==> config.mk <==
export PLATFORM = sky130hd
export DESIGN_NAME = message_loader
export DESIGN_NICKNAME = d
export VERILOG_FILES = /design/src/rtl/message_loader.sv
export SDC_FILE = /design/constraint.sdc
export NUM_CORES = 1
export LEC_CHECK = 0
export BUFFER_PORTS_ARGS = -buffer_cell sky130_fd_sc_hd__clkbuf_2
export CAP_MARGIN = 10
export CORE_MARGIN = 10
export CORE_UTILIZATION = 45
export DETAILED_ROUTE_END_ITERATION = 8
export HOLD_SLACK_MARGIN = 0.05
export PLACE_DENSITY = 0.76
export SLEW_MARGIN = 10
export SYNTH_ARGS = -nofsm -noshare
export SYNTH_HDL_FRONTEND = slang
export SYNTH_SLANG_ARGS = --single-unit
==> constraint.sdc <==
create_clock -name clk -period 3.28 [get_ports clk]
set_input_delay 0.328 -clock clk [delete_from_list [all_inputs] [get_ports clk]]
set_output_delay 0.328 -clock clk [all_outputs]
set_load 0.02 [all_outputs]
==> src/rtl/message_loader.sv <==
// message_loader: packs a byte stream big-endian into 32-bit words, writes
// them to the message memory, then starts the hash generator and waits for it.
// Optional feature: define LOADER_COUNT_EN to add the 8-bit msgCount output
// (completed hash handshakes, wrapping).
module message_loader #(
    parameter int unsigned WORDS = 16
) (
    input  logic        clk,
    input  logic        rst,
    input  logic [7:0]  byteIn,
    input  logic        byteValid,
    output logic        byteReady,
    output logic [3:0]  memAddr,
    output logic [31:0] memDataOut,
    output logic        memWrite,
    output logic        memSel,
    output logic        hashStart,
    input  logic        hashDone
`ifdef LOADER_COUNT_EN
    ,
    output logic [7:0]  msgCount
`endif
);

    typedef enum logic [1:0] {
        S_LOAD,
        S_FIRE,
        S_WAIT
    } state_t;

    localparam logic [3:0] LAST_WORD = 4'(WORDS - 1);

    state_t      r_state;
    logic [1:0]  r_byteCnt;
    logic [3:0]  r_wordIdx;
    logic [23:0] r_pack;
    // Set once the last word of the message has been captured; holds off
    // further bytes during that word's write cycle so none is dropped on
    // the way into FIRE.
    logic        r_full;

    logic        w_accept;
    logic        w_lastByte;

    // Handshake and port-ownership decode from the registered state.
    assign byteReady  = (r_state == S_LOAD) && !r_full;
    assign memSel     = (r_state != S_WAIT);
    assign w_accept   = byteValid && byteReady;
    assign w_lastByte = (r_byteCnt == 2'd3);

    // Loader state machine: byte packing, word writes and hash handshake.
    always_ff @(posedge clk or posedge rst) begin
        if (rst) begin
            r_state    <= S_LOAD;
            r_byteCnt  <= '0;
            r_wordIdx  <= '0;
            r_pack     <= '0;
            r_full     <= 1'b0;
            memAddr    <= '0;
            memDataOut <= '0;
            memWrite   <= 1'b0;
            hashStart  <= 1'b0;
        end else begin
            memWrite  <= 1'b0;
            hashStart <= 1'b0;
            case (r_state)
                S_LOAD: begin
                    if (w_accept) begin
                        r_pack    <= {r_pack[15:0], byteIn};
                        r_byteCnt <= r_byteCnt + 2'd1;
                        if (w_lastByte) begin
                            memWrite   <= 1'b1;
                            memAddr    <= r_wordIdx;
                            memDataOut <= {r_pack, byteIn};
                            if (r_wordIdx == LAST_WORD) begin
                                r_full <= 1'b1;
                            end else begin
                                r_wordIdx <= r_wordIdx + 4'd1;
                            end
                        end
                    end
                    // Leave for FIRE once the final word's write cycle is done.
                    if (memWrite && r_full) begin
                        r_state   <= S_FIRE;
                        hashStart <= 1'b1;
                    end
                end
                S_FIRE: begin
                    r_state <= S_WAIT;
                end
                S_WAIT: begin
                    if (hashDone) begin
                        r_state   <= S_LOAD;
                        r_full    <= 1'b0;
                        r_wordIdx <= '0;
                        r_byteCnt <= '0;
                    end
                end
                default: begin
                    r_state <= S_LOAD;
                end
            endcase
        end
    end

`ifdef LOADER_COUNT_EN
    // Completed-message counter, bumped on each WAIT-to-LOAD handshake.
    always_ff @(posedge clk or posedge rst) begin
        if (rst) begin
            msgCount <= '0;
        end else if (r_state == S_WAIT && hashDone) begin
            msgCount <= msgCount + 8'd1;
        end
    end
`endif

endmodule

Yosys cells after proc, flatten, opt, wreduce, memory -nomap -nowiden:

Index checks and enable logic that the tools add are counted.

* memories: 0
* word-level logic and storage cells: 54
* latch bits: 0
* RAM bits: 0
* ROM bits: 0
* register bits after elaboration: 71
* output and inout port bits: 40

* $add $sub $neg: 2
* shifts and indexed selects: 0
* $lt $le $gt $ge: 0
* bitwise logic cells: 0
* divide/modulo/power cells: 0
* eq/ne operators: 11
* multiplexer cells: 20
* $mul: 0
* reduce and logical (&&, ||, !) cells: 12

Operators by type and width (number)
* $mux 4: 4
* $ne 2x2->1 const B: 5
* $reduce_and 5->1: 2
* $mux 1: 9
* $pmux 4 s2: 1
* $mux 2: 3
* $pmux 2 s3: 1
* $reduce_and 3->1: 2
* $add 4x1->4 const B: 1
* $eq 2x2->1 const B: 2
* $eq 4x4->1 const B: 1
* $ne 2x1->1 const B: 2
* $pmux 2 s2: 1
* $reduce_and 2->1: 2
* $logic_and 1x1->1: 3
* $add 2x1->2 const B: 1
* $eq 2x1->1 const B: 1
* $logic_not 2->1: 1
* $pmux 1 s2: 1
* $reduce_bool 2->1: 1
* $logic_not 1->1: 1

Logic depth before layout (Yosys ltp):

Gate-level depths: netlist of the first run.

* depth after elaboration: 5
* gate-level depth with buffers: 6
* gate-level depth less buffers: 4

Least setup slack after synthesis of the first run:

Ideal clock, no wire load.

* kind: flip-flop to flip-flop
* from: register r_state[0]
* to: register memAddr[2]
* data arrival time: 1.616 ns
* buffers on the path: 3
* stages on the path, launching flop included: 7
* setup slack: 1.539 ns
* cell sequence: dfrtp_1 > buf_6 > nor3_4 > and3_4 > buf_12 > buf_12 > mux2_4

* word-level cells in the longest chain between the ends: 4

RTL lines
* start, declared: RTL line 33 `state_t r_state;`
* start signal, assigned: RTL line 54 `r_state <= S_LOAD;`
* start signal, assigned: RTL line 84 `r_state <= S_FIRE;`
* start signal, assigned: RTL line 89 `r_state <= S_WAIT;`
* $logic_not 2->1: RTL line 46 `assign byteReady = (r_state == S_LOAD) && !r_full;`
* $logic_and 1x1->1: RTL line 46
* net byteReady: RTL line 12 `output logic byteReady,`
* $logic_and 1x1->1: RTL line 48 `assign w_accept = byteValid && byteReady;`
* $reduce_and 3->1 (no source line)
* end signal, assigned: RTL line 73 `memAddr <= r_wordIdx;`
* end, declared: RTL line 13 `output logic [3:0] memAddr,`

The timed path passes the listed nets, and every way through them passes these cells.
A chain may end at the register's enable or synchronous reset.

Worst setup path in the final report of the first run:

* from: register r_state[1]
* to: register memDataOut[27]

* word-level cells in the longest chain between the ends: 4

RTL lines
* $logic_not 2->1 (*): RTL line 46, 66
* $logic_and 1x1->1: RTL line 46
* $logic_and 1x1->1: RTL line 48
* $reduce_and 3->1 (no source line) (*)
* end signal, assigned: RTL line 74 `memDataOut <= {r_pack, byteIn};`
* end, declared: RTL line 14 `output logic [31:0] memDataOut,`

Every way passes the cells marked *; elsewhere a longest branch is shown, timed or not.

==> results of run 1 <==
==> path summary, 6_finish.rpt <==
path | startpoint | to | slack (ns)
worst min register to register | r_pack[16]$_DFFE_PP0P_ | r_pack[16]$_DFFE_PP0P_ | 0.49
worst min-delay path | rst | hashStart$_DFF_PP0_ | 0.24
max in group asynchronous | rst | r_pack[16]$_DFFE_PP0P_ | 2.49
min in group clk | byteIn[2] | r_pack[2]$_DFFE_PP0P_ | 0.24
worst max-delay path | r_state[1]$_DFFE_PP0P_ | memDataOut[27]$_DFFE_PP0P_ | 1.22
worst max register to register | r_state[1]$_DFFE_PP0P_ | memDataOut[27]$_DFFE_PP0P_ | 1.22
==> sequential cells by signal, summed over array words and instances, names as in the netlist <==
register,flops
hashStart,1
memAddr,4
memDataOut,32
memWrite,1
r_byteCnt,2
r_full,1
r_pack,24
r_state,2
r_wordIdx,4
==> cells by family (layout without fill, tap and decap cells) <==
family                   count (synthesis)  after routing  synth area share (%)
multiplexers                            61             61                  26.6
adder cells (fa/ha/maj)                  2              2                 0.838
flip-flops                              71             71                  59.5
AO/OA/AOI/OAI                           20             20                  4.74
buffers and inverters                   12             72                  4.19
AND/OR/NAND/NOR                         16             16                  4.07
==> cell usage in the layout (no fill, tap or decap), types with 2 or more instances in the layout <==
cell and n:
clkbuf_8 10, and3_1 2, buf_4 2, ha_1 2
nor3_4 2, nor3_1 2, mux2_2 29, o21ai_0 7
bufinv_16 3, inv_1 2, dfrtp_1 71, a41oi_1 5
mux2_4 29, nand2_1 3, clkbuf_2 51, mux2_1 2
==> worst register-to-register path, delay by kind of cell (launching register included) <==
kind / cells / cell delay [ns]
flip-flops: 1 / 0.57
multiplexers: 1 / 0.45
AND/OR/NAND/NOR: 2 / 0.94
==> metrics by stage <==
stage / hold slack (ns) / utilization (%) / instances / area [sq um] / total power, uW
after global routing: 0.218 / 54.6 / 319 / 3480 / 3820
after floorplan: 0.452 / - / 182 / 2980 / 2380
final: 0.238 / 54.6 / 319 / 3480 / 3590
after global placement: 0.463 / 50.7 / 304 / 3240 / 2740
after CTS: 0.218 / 54.6 / 319 / 3480 / 3660
after detailed placement: 0.471 / 50.7 / 304 / 3240 / 2800
==> layout make-up <==
type / count / area, sq um / share of cell area [%]
clock buffers: 10 / 138 / 3.95
clock inverters: 5 / 106 / 3.05
inverters: 4 / 15.0 / 0.431
multi-input cells: 99 / 1080 / 31.1
flip-flops and latches: 71 / 1780 / 51.0
well taps: 77 / 96.3 / 2.76
repair buffers: 53 / 270 / 7.76
==> power groups by stage <==
stage | logic, uW | registers (uW) | clock network, uW
after floorplan | 578 | 1800 | 0
after global placement | 1170 | 1570 | 0
after detailed placement | 1210 | 1590 | 0
after CTS | 1210 | 1580 | 861
after global routing | 1280 | 1640 | 895
final | 1180 | 1580 | 831
==> layer usage <==
metal / up-vias / global-route usage [%] / wire length [um]
li1: 780 / - / -
met1: 835 / 13.0 / 2310
met2: 34 / 17.4 / 2730
met3: 5 / 3.95 / 261
met4: 0 / 5.14 / 73
met5: - / 0 / 0
==> flow_summary.yaml, run 1 <==
timing:
  fin_crit_sh_pct: 62.9
  grt_setup_unrepaired: "no"
  timing.final.ws_setup_ns: 1.22
  max_slew.worst_pin.slew_ns: 0.868
  max_clock_freq_mhz: 485
  tns_ns: 0
  skew_ns: 0.00636
  relSlewSlack_pct: 42.2
  finalMaxSlewViolations: 0
  hold_violations: 0
  setup_violations: 0
  finalCriticalPeriod_ns: 2.06
power_and_ir_drop:
  power_switching_uw: 1170
  power.density_nw_per_um2: 1030
  comb_power_share_pct: 32.9
  sw_frac_of_total_pct: 32.6
  ir_worst_vdd_uv: 541
  p_leak_uw: 0.00162
  pwr-share-seq_pct: 44.0
  pwr-share-clk_pct: 23.2
  internal_power_uw: 2420
global_routing:
  grt_max_degree: 72
  globalRoute.totalOverflow: 0
  antenna_found_initial: 0
  gr-usage-all-layers_pct: 11.0
  grt_pass1_wl_um: 9010
  grt_pass1_vias: 1772
cts:
  htree_levels: 3
  ctsHoldBuffers: 0
  post_cts_buffers: 0
  clkTransAtPathRegs_ns: 0.07
  insertion_delay_ns: 0.33
  cts.sinks: 71
  cts_tree: "done"
  cts-resized-gates: 0
  cts_buffers: 9
  clockRootBuffer: "clkbuf_8"
  cts_buffer_depth: 2
floorplan:
  die_width_um: 101
  start_util_pct: 46.7
  io_pins: 52
  row_count: 29
  fp.dieArea_sq_um: 10300
  die_height_um: 101
  core-area_sq_um: 6390
final_layout:
  fillCellCount: 534
  finalNetCount: 252
  diodes: 0
  layout-drive-gt1-share_pct: 54.1
  syn_to_final_growth_pct: 16.8
run_status:
  status: "finished clean"
place:
  place.gp.congestion: 0.815
  place_hpwl_um: 3740
  pre_cts_slack_ns: 1.24
  port_buffers: 51
yosys:
  yosys_warnings: 0
  syn_area_per_cell_sq_um: 16.4
  yosys.area.top_type: "dfrtp_1"
  synthTopCellsByArea: "dfrtp_1, mux2_4, mux2_2"
  synth-seq-cells: 71
  synth.top_cell.area_share_pct: 59.5
  synthTopCellsByCount: "dfrtp_1, mux2_2, mux2_4"
  post-synth-top-count-cell: "dfrtp_1"
  ys_async_sr_fraction_pct: 100
  yosysUniqueCellTypes: 33
  syn_inst: 182
  syn-num-nets: 196
  seq_area_frac_synth_pct: 59.5
  synth_ff_type: "dfrtp_1"
  syn_area_sq_um: 2980
  synth_edf_count: 0
setup_path:
  crit_path_end_kind: "register"
  critical_path_buf_inv_count: 0
  r2r_cells: 3
  cp.required_ns: 3.49
  critPathTopFamily: "simple AND/OR/NAND/NOR gates"
  crit_chain: "nor3_4, and3_4, mux2_2"
  critical_path.max_fanout: 37
  cp_slowest_cell: "and3_4"
  path_class: "register to register"
  cp.arrival_ns: 2.27
  cp_num_cells: 3
  crit_path_start_kind: "register"
  cpPeakStageDelay_ns: 0.66
route:
  drc: 0
  wirelength_um: 5380
  drtAntennaViolNets: 0
  routed_via_density: 5.18
  vias: 1654
  drt_iter0_drc: 61
  post_drt_wl_per_cell_um: 16.8
  first_pass_iters: 4
min_path:
  hold_class: "primary input to async pin"
job:
  drv_cap: 0
No activity file was read; power rests on OpenSTA's default activity.
==> run 2: changes to the inputs <==
- ABC_AREA: default -> 1
- PLACE_DENSITY: 0.76 -> 0.77
- clock period: 3.28 -> 1.95 ns (I/O delays scaled with it)
==> flow_summary.yaml, run 2 <==
timing:
  whs_ns: 0.105
  skew_ns: 0.00691
  grt_setup_unrepaired: "no"
  hold_violations: 0
  finalCriticalPeriod_ns: 1.53
  relSlewSlack_pct: 66.5
  tns_ns: 0
  fin_crit_sh_pct: 78.4
  max_slew.worst_pin.slew_ns: 0.503
  finalMaxSlewViolations: 0
  max_clock_freq_mhz: 654
  setup_violations: 0
yosys:
  yosysUniqueCellTypes: 20
  ys_async_sr_fraction_pct: 100
  yosys_warnings: 0
  post-synth-top-count-cell: "nand2_1"
  seq_area_frac_synth_pct: 62.6
  synth-seq-cells: 71
  syn_area_per_cell_sq_um: 9.65
  syn_area_sq_um: 2840
  synthTopCellsByArea: "dfrtp_1, nand2_1, o21ai_0"
  synthTopCellsByCount: "nand2_1, dfrtp_1, o21ai_0"
  syn-num-nets: 308
  synth.top_cell.area_share_pct: 62.6
  synth_edf_count: 0
  yosys.area.top_type: "dfrtp_1"
  syn_inst: 294
  synth_ff_type: "dfrtp_1"
cts:
  cts_tree: "done"
  clkTransAtPathRegs_ns: 0.07
  clockRootBuffer: "clkbuf_8"
  cts_buffer_depth: 2
  cts.sinks: 71
  cts_buffers: 9
  htree_levels: 3
  post_cts_buffers: 0
  insertion_delay_ns: 0.34
  cts-resized-gates: 0
floorplan:
  fp.dieArea_sq_um: 9880
  io_pins: 52
  start_util_pct: 47.1
  die_height_um: 99.4
  die_width_um: 99.4
  core-area_sq_um: 6030
  row_count: 28
global_routing:
  antenna_found_initial: 0
  gr-usage-all-layers_pct: 12.1
  grt_pass1_wl_um: 9850
  globalRoute.totalOverflow: 0
  grt_max_degree: 63
  grt_pass1_vias: 2132
power_and_ir_drop:
  pwr-share-seq_pct: 42.5
  power.density_nw_per_um2: 1710
  pwr-share-clk_pct: 22.0
  comb_power_share_pct: 35.5
  p_leak_uw: 0.00173
  ir_worst_vdd_uv: 984
  sw_frac_of_total_pct: 37.5
  finalPower_uw: 5870
  power_switching_uw: 2200
  internal_power_uw: 3670
run_status:
  status: "finished clean"
final_layout:
  diodes: 0
  mostFrequentLayoutCell: "nand2_1"
  largestRegisters: "memDataOut x32, r_pack x24"
  largest_register_ffs: 32
  seq_area_sq_um: 1780
  fillCellCount: 547
  finalNetCount: 363
  fin_util_pct: 56.8
  layout_common_cells: "nand2_1, dfrtp_1, clkbuf_2"
  layout-drive-gt1-share_pct: 20.9
  syn_to_final_growth_pct: 20.7
  top_register: "memDataOut"
  multi_input_area_sq_um: 883
  final_cells: 429
setup_path:
  timing.rr.start: "r_wordIdx[0]$_DFFE_PP0P_"
  path_class: "register to output port"
  critical_path.max_fanout: 4
  crit_path_end_kind: "output port"
  cp.arrival_ns: 1.33
  startpoint: "r_state[0]$_DFFE_PP0P_"
  crit_path_start_kind: "register"
  cp.required_ns: 1.75
  r2r_cells: 8
place:
  place.gp.congestion: 0.775
  place_hpwl_um: 3980
  dp.cells: 411
  port_buffers: 51
route:
  drc: 0
  first_pass_iters: 4
  post_drt_wl_per_cell_um: 13.1
  drt_iter0_drc: 91
  routed_via_density: 4.78
  vias: 2051
  wirelength_um: 5620
  drtAntennaViolNets: 0
job:
  drv_cap: 0
min_path:
  hold_class: "primary input to register"
  worstHoldStart: "byteIn[3]"
  whs_path_depth: 3
-- run 2: worst paths after layout --
kind	end	slack, ns
min in group asynchronous	memDataOut[5]$_DFFE_PP0P_	0.38
worst min register to register	memDataOut[31]$_DFFE_PP0P_	0.48
worst max-delay path	byteReady	0.42
worst max register to register	r_wordIdx[3]$_DFFE_PP0P_	0.49
max in group asynchronous	r_pack[22]$_DFFE_PP0P_	0.98
worst min-delay path	r_pack[3]$_DFFE_PP0P_	0.11
-- run 2: per-layer routing --
metal	part of all wire [%]	GRT usage [%]
met1	45	14.7
met3	8.2	6.37
met5	0	0
met4	1.3	3.64
met2	45	18.4
-- run 2: final cells by class --
class	instances	area share [%]
repair buffers	57	9.65
well taps	75	2.74
flip-flops and latches	71	51.9
multi-input cells	180	25.8
clock inverters	3	1.90
clock buffers	13	4.64
inverters	30	3.40
-- run 2: timing repair --
action / 4_1_cts / 5_1_grt
endpoints found under the setup margin: 0 / 0
hold buffers: 2 / 0
endpoints found under the hold margin: 17 / 0
-- run 2: cells by family after synthesis --
logic type	synth area share (%)
and+or+nand+nor	16.4
muxes	0.353
AOI/OAI and AO/OA	13.5
DFF	62.6
adders and majority gates	0.882
buffers and inverters	6.22
-- run 2: worst max-delay path, cell delays in order (launching register included) --
cell	delay (ns)
dfrtp_1	0.42
nor2_4	0.17
inv_1	0.08
nor2_1	0.13
clkbuf_2	0.19
-- run 2: metrics by stage --
step	worst slack (ns)	cell area (sq um)
2_1_floorplan	0.489	2840
5_1_grt	0.307	3420
3_5_place_dp	0.508	3180
3_3_place_gp	0.541	3180
6_report	0.422	3420
4_1_cts	0.388	3420
-- run 2: power groups by stage --
stage / clock network (uW) / registers, uW / logic, uW
after floorplan: 0 / 2890 / 1030
after global placement: 0 / 2500 / 2070
after detailed placement: 0 / 2530 / 2130
after CTS: 1330 / 2500 / 2140
after global routing: 1390 / 2580 / 2370
final: 1290 / 2490 / 2090
